===== config.mk =====
export PLATFORM = sky130hd
export DESIGN_NAME = mux_n_1_reg_flat
export DESIGN_NICKNAME = d
export VERILOG_FILES = /design/src/rtl/mux_n_1_reg_if.sv /design/src/rtl/mux_n_1_reg.sv /design/src/flat_wrapper.sv
export SDC_FILE = /design/constraint.sdc
export NUM_CORES = 1
export LEC_CHECK = 0
export ABC_AREA = 1
export CORE_MARGIN = 2
export CORE_UTILIZATION = 31
export CTS_BUF_LIST = sky130_fd_sc_hd__clkbuf_4 sky130_fd_sc_hd__clkbuf_8
export DETAILED_ROUTE_END_ITERATION = 6
export GPL_TIMING_DRIVEN = 0
export HOLD_SLACK_MARGIN = 0.06
export MAX_ROUTING_LAYER = met4
export PLACE_DENSITY = 0.68
export SLEW_MARGIN = 40
export SYNTH_ARGS = -nofsm -noshare
export SYNTH_HDL_FRONTEND = slang
export SYNTH_SLANG_ARGS = --single-unit

===== constraint.sdc =====
create_clock -name clk -period 17.4 [get_ports clk]
set_input_delay 3.48 -clock clk [delete_from_list [all_inputs] [get_ports clk]]
set_output_delay 3.48 -clock clk [all_outputs]
set_load 0.01 [all_outputs]

===== src/rtl/mux_n_1_reg_if.sv =====
`default_nettype none
// ============================================================================
//  Module      : mux_n_1_reg_if
//  Description : Bundle of every non-clock, non-reset signal of the registered
//                N-to-1 stream multiplexer: the enable/mode/select controls,
//                the N input channels and the single output channel.
//                The slave view is the multiplexer itself. The master view is
//                the surrounding logic, which drives the channels and the
//                controls and consumes the output.
//  Revision    : 1.0 - initial release
// ============================================================================
interface mux_n_1_reg_if #(
    parameter int N     = 4,
    parameter int WIDTH = 16
) ();
    localparam int SELW = $clog2(N);

    // Controls
    logic                 en;
    logic                 rr_mode;
    logic [SELW-1:0]      sel;

    // Input channels, channel i at bits [i*WIDTH +: WIDTH]
    logic [N*WIDTH-1:0]   in_data;
    logic [N-1:0]         in_valid;
    logic [N-1:0]         in_ready;

    // Output channel
    logic [WIDTH-1:0]     out_data;
    logic                 out_valid;
    logic                 out_ready;
    logic [SELW-1:0]      out_src;

    // Multiplexer side
    modport slave (
        input  en,
        input  rr_mode,
        input  sel,
        input  in_data,
        input  in_valid,
        output in_ready,
        output out_data,
        output out_valid,
        input  out_ready,
        output out_src
    );

    // Producer / consumer / control side
    modport master (
        output en,
        output rr_mode,
        output sel,
        output in_data,
        output in_valid,
        input  in_ready,
        input  out_data,
        input  out_valid,
        output out_ready,
        input  out_src
    );
endinterface
`default_nettype wire


===== src/rtl/mux_n_1_reg.sv =====
`default_nettype none
// ============================================================================
//  Module      : mux_n_1_reg
//  Description : Parametrised N-to-1, WIDTH-bit registered stream multiplexer.
//                Picks one valid input channel, either the one named by sel
//                (fixed mode) or the first valid one at or above a rotating
//                pointer (round-robin mode), and loads it into a single
//                output register with valid/ready handshaking. A word can be
//                consumed and replaced on the same edge, giving one transfer
//                per cycle.
//  Revision    : 1.0 - initial release
// ============================================================================
module mux_n_1_reg #(
    parameter int WIDTH = 16,
    parameter int N     = 4
) (
    input  logic          clk,
    input  logic          rst_n,
    mux_n_1_reg_if.slave  bus
);
    localparam int SELW = $clog2(N);

    // N and the last channel index held at the widths used in the compares.
    localparam logic [SELW:0]   N_EXT   = (SELW + 1)'(N);
    localparam logic [SELW-1:0] LAST_CH = SELW'(N - 1);

    // ------------------------------------------------------------------
    // State
    // ------------------------------------------------------------------
    logic [SELW-1:0]  ptr;          // round-robin search start
    logic             held_valid;   // output register occupied
    logic [WIDTH-1:0] held_data;    // output register word
    logic [SELW-1:0]  held_src;     // channel that produced held_data

    // ------------------------------------------------------------------
    // Combinational grant path
    // ------------------------------------------------------------------
    logic [WIDTH-1:0] chan_data [N];   // unpacked channel words
    logic [SELW:0]    chan_dist [N];   // upward distance from ptr to channel

    logic             slot_free;
    logic             fix_hit;
    logic [SELW-1:0]  fix_idx;
    logic             rr_hit;
    logic [SELW-1:0]  rr_idx;
    logic [SELW:0]    best_dist;
    logic             grant_hit;
    logic [SELW-1:0]  grant_idx;
    logic [WIDTH-1:0] grant_data;
    logic             accept;
    logic [N-1:0]     ready_vec;
    logic [SELW-1:0]  ptr_next;

    // Per-channel data slice and wrap-around distance from the pointer.
    // Distance 0 is the pointer's own channel, N-1 the one just below it,
    // so the smallest distance among valid channels is the round-robin winner.
    // The extra bit keeps i + N - ptr from overflowing.
    generate
        for (genvar i = 0; i < N; i++) begin : g_chan
            localparam logic [SELW:0] I_EXT = (SELW + 1)'(i);
            assign chan_data[i] = bus.in_data[i*WIDTH +: WIDTH];
            assign chan_dist[i] = (I_EXT >= {1'b0, ptr})
                                ? (I_EXT - {1'b0, ptr})
                                : (I_EXT + N_EXT - {1'b0, ptr});
        end
    endgenerate

    // The output register can take a new word if it is empty or is being
    // drained on this very edge.
    assign slot_free = !held_valid || bus.out_ready;

    // Fixed mode: only the selected channel may win; a sel that names no
    // channel (possible when N is not a power of two) matches nothing.
    always_comb begin
        fix_hit = 1'b0;
        fix_idx = '0;
        for (int i = 0; i < N; i++) begin
            if (bus.sel == SELW'(i) && bus.in_valid[i]) begin
                fix_hit = 1'b1;
                fix_idx = SELW'(i);
            end
        end
    end

    // Round-robin mode: closest valid channel at or above ptr, wrapping.
    always_comb begin
        rr_hit    = 1'b0;
        rr_idx    = '0;
        best_dist = N_EXT;
        for (int i = 0; i < N; i++) begin
            if (bus.in_valid[i] && (chan_dist[i] < best_dist)) begin
                rr_hit    = 1'b1;
                rr_idx    = SELW'(i);
                best_dist = chan_dist[i];
            end
        end
    end

    assign grant_hit = bus.rr_mode ? rr_hit : fix_hit;
    assign grant_idx = bus.rr_mode ? rr_idx : fix_idx;

    // rst_n is part of the acceptance term so that in_ready reads 0 for the
    // whole time reset is held, not just after the next edge.
    assign accept = rst_n && bus.en && slot_free && grant_hit;

    // Winner's data word.
    always_comb begin
        grant_data = '0;
        for (int i = 0; i < N; i++) begin
            if (grant_idx == SELW'(i)) begin
                grant_data = chan_data[i];
            end
        end
    end

    // One-hot ready to the accepted channel, all zero otherwise.
    always_comb begin
        ready_vec = '0;
        for (int i = 0; i < N; i++) begin
            if (accept && (grant_idx == SELW'(i))) begin
                ready_vec[i] = 1'b1;
            end
        end
    end

    // Search restarts just above the channel that won, wrapping N-1 -> 0.
    assign ptr_next = (grant_idx == LAST_CH) ? '0 : (grant_idx + SELW'(1));

    // ------------------------------------------------------------------
    // Output register and round-robin pointer
    // ------------------------------------------------------------------
    // Load on acceptance (also covers consume-and-replace), clear valid on a
    // bare consume, otherwise hold. The pointer moves only on round-robin
    // acceptances, so fixed mode and en = 0 leave it untouched.
    always_ff @(posedge clk or negedge rst_n) begin
        if (!rst_n) begin
            held_valid <= 1'b0;
            held_data  <= '0;
            held_src   <= '0;
            ptr        <= '0;
        end else begin
            if (accept) begin
                held_valid <= 1'b1;
                held_data  <= grant_data;
                held_src   <= grant_idx;
                if (bus.rr_mode) begin
                    ptr <= ptr_next;
                end
            end else if (held_valid && bus.out_ready) begin
                held_valid <= 1'b0;
            end
        end
    end

    assign bus.in_ready  = ready_vec;
    assign bus.out_data  = held_data;
    assign bus.out_valid = held_valid;
    assign bus.out_src   = held_src;

endmodule
`default_nettype wire


===== src/flat_wrapper.sv =====
// flat-port wrapper written by rule: the top's interface ports become plain ports
module mux_n_1_reg_flat 
#(
    parameter int WIDTH = 16,
    parameter int N     = 4
)
  (clk, rst_n, bus_en, bus_rr_mode, bus_sel, bus_in_data, bus_in_valid, bus_in_ready, bus_out_data, bus_out_valid, bus_out_ready, bus_out_src);
  mux_n_1_reg_if #(.N(N), .WIDTH(WIDTH)) bus_i ();
  input  logic clk;
  input  logic rst_n;
  input wire logic [$bits(bus_i.en)-1:0] bus_en;
  input wire logic [$bits(bus_i.rr_mode)-1:0] bus_rr_mode;
  input wire logic [$bits(bus_i.sel)-1:0] bus_sel;
  input wire logic [$bits(bus_i.in_data)-1:0] bus_in_data;
  input wire logic [$bits(bus_i.in_valid)-1:0] bus_in_valid;
  output wire logic [$bits(bus_i.in_ready)-1:0] bus_in_ready;
  output wire logic [$bits(bus_i.out_data)-1:0] bus_out_data;
  output wire logic [$bits(bus_i.out_valid)-1:0] bus_out_valid;
  input wire logic [$bits(bus_i.out_ready)-1:0] bus_out_ready;
  output wire logic [$bits(bus_i.out_src)-1:0] bus_out_src;
  assign bus_i.en = bus_en;
  assign bus_i.rr_mode = bus_rr_mode;
  assign bus_i.sel = bus_sel;
  assign bus_i.in_data = bus_in_data;
  assign bus_i.in_valid = bus_in_valid;
  assign bus_in_ready = bus_i.in_ready;
  assign bus_out_data = bus_i.out_data;
  assign bus_out_valid = bus_i.out_valid;
  assign bus_i.out_ready = bus_out_ready;
  assign bus_out_src = bus_i.out_src;
  mux_n_1_reg #(.WIDTH(WIDTH), .N(N)) u_core (.clk(clk), .rst_n(rst_n), .bus(bus_i));
endmodule

-- Word-level counts from Yosys, hierarchy flattened
Cells that the tools add are included.
- $add $sub $neg: 8
- order comparisons: 7
- equal/unequal tests: 6
- reduce and logical (&&, ||, !) cells: 22
- muxes and demuxes: 33
- operators by type and width (cell ; number):
    two-way mux 16 bit ; 4
    two-way mux 3 bit ; 6
    two-way mux 1 bit ; 17
    logical AND 1 bit ; 16
    two-way mux 2 bit ; 6
    less-than comparator 3 bit ; 3
    subtractor 3 x 2 -> 3 bit, first input constant ; 3
    == test 2 bit, second input constant ; 4
    subtractor 1 x 2 -> 3 bit, first input constant ; 2
    subtractor 2 x 2 -> 3 bit, first input constant ; 2
    == test 2 x 1 -> 1 bit, second input constant ; 2
    greater-or-equal comparator 1 x 2 -> 1 bit, first input constant ; 2
    logical NOT 2 bit ; 2
    less-than comparator 3 bit, second input constant ; 1
    adder 2 x 1 -> 2 bit, second input constant ; 1
    greater-or-equal comparator 2 bit, first input constant ; 1
    AND reduction 2 bit ; 1
    nonzero test 2 bit ; 1
    logical NOT 1 bit ; 1
    logical OR 1 bit ; 1
- output and inout port bits: 23
- word-level logic and storage cells: 80
- flip-flop bits (word level): 21

-- Depth between registers and ports, before layout
Gate-level depths: netlist of the first run.
- depth in word-level cells: 20
- depth in mapped cells: 30
- gate-level depth less buffers: 29

-- Worst setup path before layout of the first run
No wires, ideal clock.
- kind: input-to-output
- start point: input port bus_in_valid[0]
- end point: output port bus_in_ready[3]
- setup slack: 6964 ps
- path buffers: 2
- arrival: 6956 ps
- stages on the path: 19
- data required time: 13920 ps
- path through: ha_1 > nand2_1 > nand2_2 > nand2_1 > o21ai_2 > ha_1 > a211oi_1 > nand2_2 > nand2_1 > o21ai_0 > ha_1 > nand3_1 > nand3_2 > a21oi_1 > ha_1 > clkbuf_1 > clkbuf_1 > inv_1 > nor2_2
- word-level cells in the longest chain between the ends: 15
- elaborated cells on any way between the ends: 28
- classes of those cells: order compare (3); eq/ne (1); mux (17); reduce/logical (7)
- ends and longest elaborated chain (what ; RTL line ; RTL):
    from (decl) ; flat_wrapper.sv:15 ; input wire logic [$bits(bus_i.in_valid)-1:0] bus_in_valid;
    logical AND 1 bit * ; mux_n_1_reg.sv:91 ; if (bus.in_valid[i] && (chan_dist[i] < best_dist)) begin
    two-way mux 3 bit * ; mux_n_1_reg.sv:91 ;
    less-than comparator 3 bit ; mux_n_1_reg.sv:91 ;
    logical AND 1 bit ; mux_n_1_reg.sv:91 ;
    two-way mux 3 bit ; mux_n_1_reg.sv:91 ;
    less-than comparator 3 bit ; mux_n_1_reg.sv:91 ;
    logical AND 1 bit ; mux_n_1_reg.sv:91 ;
    two-way mux 3 bit ; mux_n_1_reg.sv:91 ;
    less-than comparator 3 bit ; mux_n_1_reg.sv:91 ;
    logical AND 1 bit ; mux_n_1_reg.sv:91 ;
    two-way mux 2 bit * ; mux_n_1_reg.sv:91 ;
    two-way mux 2 bit * ; mux_n_1_reg.sv:100 ; assign grant_idx = bus.rr_mode ? rr_idx : fix_idx;
    named net u_core.grant_idx[0] ; mux_n_1_reg.sv:48 ; logic [SELW-1:0] grant_idx;
    == test 2 bit * ; mux_n_1_reg.sv:120 ; if (accept && (grant_idx == SELW'(i))) begin
    logical AND 1 bit * ; mux_n_1_reg.sv:120 ;
    two-way mux 1 bit * ; mux_n_1_reg.sv:120 ;
    to (decl) ; flat_wrapper.sv:16 ; output wire logic [$bits(bus_i.in_ready)-1:0] bus_in_ready;
The timed path passes the listed nets; every way through them passes the cells marked *.

-- Final worst setup path of the first run
Ends and elaborated chain as after synthesis.

==> flow_summary.yaml, run 1 <==
floorplan:
  die_h_um: 77.5
  ios: 98
  die_w_um: 77.5
  die_area_mm2: 0.00600
  num_rows: 26
  start_util_pct: 32.3
  coreArea_mm2: 0.00517
place:
  placed_area_mm2: 0.00273
  io_buffers: 97
  gp_congestion: 0.802
  dp_hpwl_um: 4240
setup_path:
  rr_startpoint: "u_core.ptr[1]"
  arrival_ps: 8490
  required_ps: 13920
  path_class: "in2out"
  cp-start-kind: "primary input"
  end_kind: "output pin"
  crit_start: "bus_in_valid[0]"
  worstPathMaxFanout: 10
timing:
  rsz0062_at_grt: "false"
  whs_ps: 484
  fin_skew_ps: 2.87
  worst_pin_slew_ps: 624
  clock.fmax_mhz: 83.5
  max_slew_margin_pct: 58.4
  fin_crit_ps: 11970
  min_period_over_period_pct: 68.8
  report.final.slew_viol_count: 0
  finalSetupViolations: 0
  hold_viol_final: 0
  setup-tns-final_ps: 0
drt:
  wl_per_cell_um: 12.7
  vias: 1803
  wl_um: 5000
  drc: 0
  drt_iter0_drc: 115
  drtPass1Iterations: 4
  ant_nets: 0
  avgViaCountPerCell: 4.59
final_layout:
  nets: 410
  antennaDiodeCount: 0
  syn_to_final_growth_pct: 65.7
  design_area_mm2: 0.00277
  drive_gt1_share_pct: 6.19
hold_path:
  min_path_type: "reg2reg"
  worstHoldStart: "u_core.bus.out_src[0]"
power_and_ir_drop:
  power_leakage_uw: 0.00119
  power_density_mw_per_mm2: 121
  power_uw: 336
  peakVddDrop_v: 0.0000607
clock_tree:
  clk_pin_slew_ps: 70
  clockRootBuffer: "clkbuf_8"
  clk_latency_ps: 250
  postCtsSetupBuffers: 0
  cts_tree: "built"
  clock_sinks: 21
  clk_path_buf_depth: 2
  holdBufCountCts: 0
  htree_num_levels: 1
  cts_resized: 0
  cts_buffers: 3
synth:
  synthArstFlopShare_pct: 100
  synth-main-ff-cell: "dfrtp_1"
  synth.distinct_cells: 24
  synthesis.nets: 308
  synth.avg_cell_area_um2: 7.54
  yosysSeqAreaShare_pct: 31.4
  yosysWarnings: 0
  netlist_area_mm2: 0.00167
  synth-seq-cells: 21
  synth_edf_count: 0
  syn_inst: 222
global_route:
  grt.total_usage_pct: 16.7
  grt_max_degree: 23
  grt_pass1_vias: 1712
  antenna_found_initial: 0
  grt_overflow: 0
  grt_pass1_wl_um: 7870
outcome:
  status: "completed"
flow_run:
  drv_cap: 0
report_power, final:
group / switching, uW / internal [uW]
Clock: 14.6 / 15.9
Combinational: 116 / 105
Sequential: 14.7 / 69.6
metal layers:
metal / routed length [um] / GRT usage, %
met5: 0 / -
met1: 2490 / 23.4
met3: 174 / 0.930
met2: 2250 / 26.3
met4: 85 / 4.64
cells in the mapped netlist (all sizes together), types with 2 or more instances:
library cell  instances  share of area (%)
a21oi                 4                1.2
a22oi                16                7.2
a31oi                 2               0.75
buf                   4                2.2
clkbuf                8                1.8
dfrtp                21                 31
ha                   11                8.2
inv                  20                4.5
mux2i                16                9.6
nand2                59                 14
nand3                 9                3.3
nor2                 10                2.5
nor3                  2               0.60
o21ai                37                 12
per-stage QoR:
step	util, %	setup WS [ps]	cells
2_1_floorplan	-	6960	222
4_1_cts	53.6	5430	393
5_1_grt	53.6	4890	393
3_3_place_gp	52.8	5480	389
3_5_place_dp	52.7	5450	389
6_report	53.6	5430	393
cell families (layout without fill, tap and decap cells):
| family | after synthesis | after routing | synth area share (%) |
|---|---|---|---|
| fa+ha+maj | 11 | 11 | 8.23 |
| mux | 16 | 16 | 9.57 |
| flops | 21 | 21 | 31.4 |
| buf+inv | 33 | 134 | 8.68 |
| simple gates | 80 | 80 | 20.1 |
| compound gates | 61 | 61 | 22.0 |
sequential cells by signal, summed over array words and instances (netlist names):
signal	count
u_core.bus.out_data	16
u_core.bus.out_src	2
u_core.ptr	2
u_core.bus.out_valid	1
final timing paths:
| path | cells after the start | slack [ps] | end |
|---|---|---|---|
| worst max-delay path | 21 | 5430 | bus_in_ready[3] |
| worst min-delay path | 2 | 480 | u_core.bus.out_src[0] |
| worst max register to register | 27 | 12090 | u_core.bus.out_data[1] |
| worst min register to register | 2 | 480 | u_core.bus.out_src[0] |
| max in group asynchronous | 1 | 13910 | u_core.ptr[1] |
| min in group asynchronous | 1 | 3170 | u_core.bus.out_data[5] |
critical path, stage by stage:
cell,delay [ps]
clkdlybuf4s50_1,580
ha_1,260
nand2_1,90
nand2_2,70
nand2_1,120
o21ai_2,80
ha_1,300
a211oi_1,350
nand2_2,150
nand2_1,80
o21ai_0,90
ha_1,280
nand3_1,90
nand3_2,110
a21oi_1,400
ha_1,220
clkbuf_1,400
clkbuf_1,540
inv_1,110
nor2_2,120
clkdlybuf4s50_1,540
placed cells by master (no fill, tap or decap), drive strengths merged:
cell and n:
a211oi 1, nand2 59, clkinv 2, a31oi 2, clkbuf 11, nor2 10
dfrtp 21, inv 20, mux2i 16, a21oi 4, buf 5, a22oi 16
o21ai 37, nand3 9, clkdlybuf4s50 96, ha 11, o211ai 1, nor3 2
final cells by class:
class	instances	area, um^2
fill	508	2400
clock buffer	3	41.3
buffer	12	66.3
sequential	21	526
inverter	21	78.8
tap	70	87.6
multi-input combinational	168	1000
clock inverter	1	5.00
timing repair buffer	97	966
Note: power is estimated with default switching activity, not from simulation.
==> run 2, diff against run 1 <==
- clock period: 17.4 -> 11.66 ns (I/O delays scaled with it)
==> results of run 2 <==
Same layout as run 1 (identical final DEF). Status: completed.
Among the figures that moved: setup slack after placement 5450 ps -> 2010 ps; setup slack after layout 5430 ps -> 1980 ps; register-to-register setup slack 12090 ps -> 6350 ps; total power 336 uW -> 501 uW; worst IR drop on VDD 0.0000607 V -> 0.0000905 V
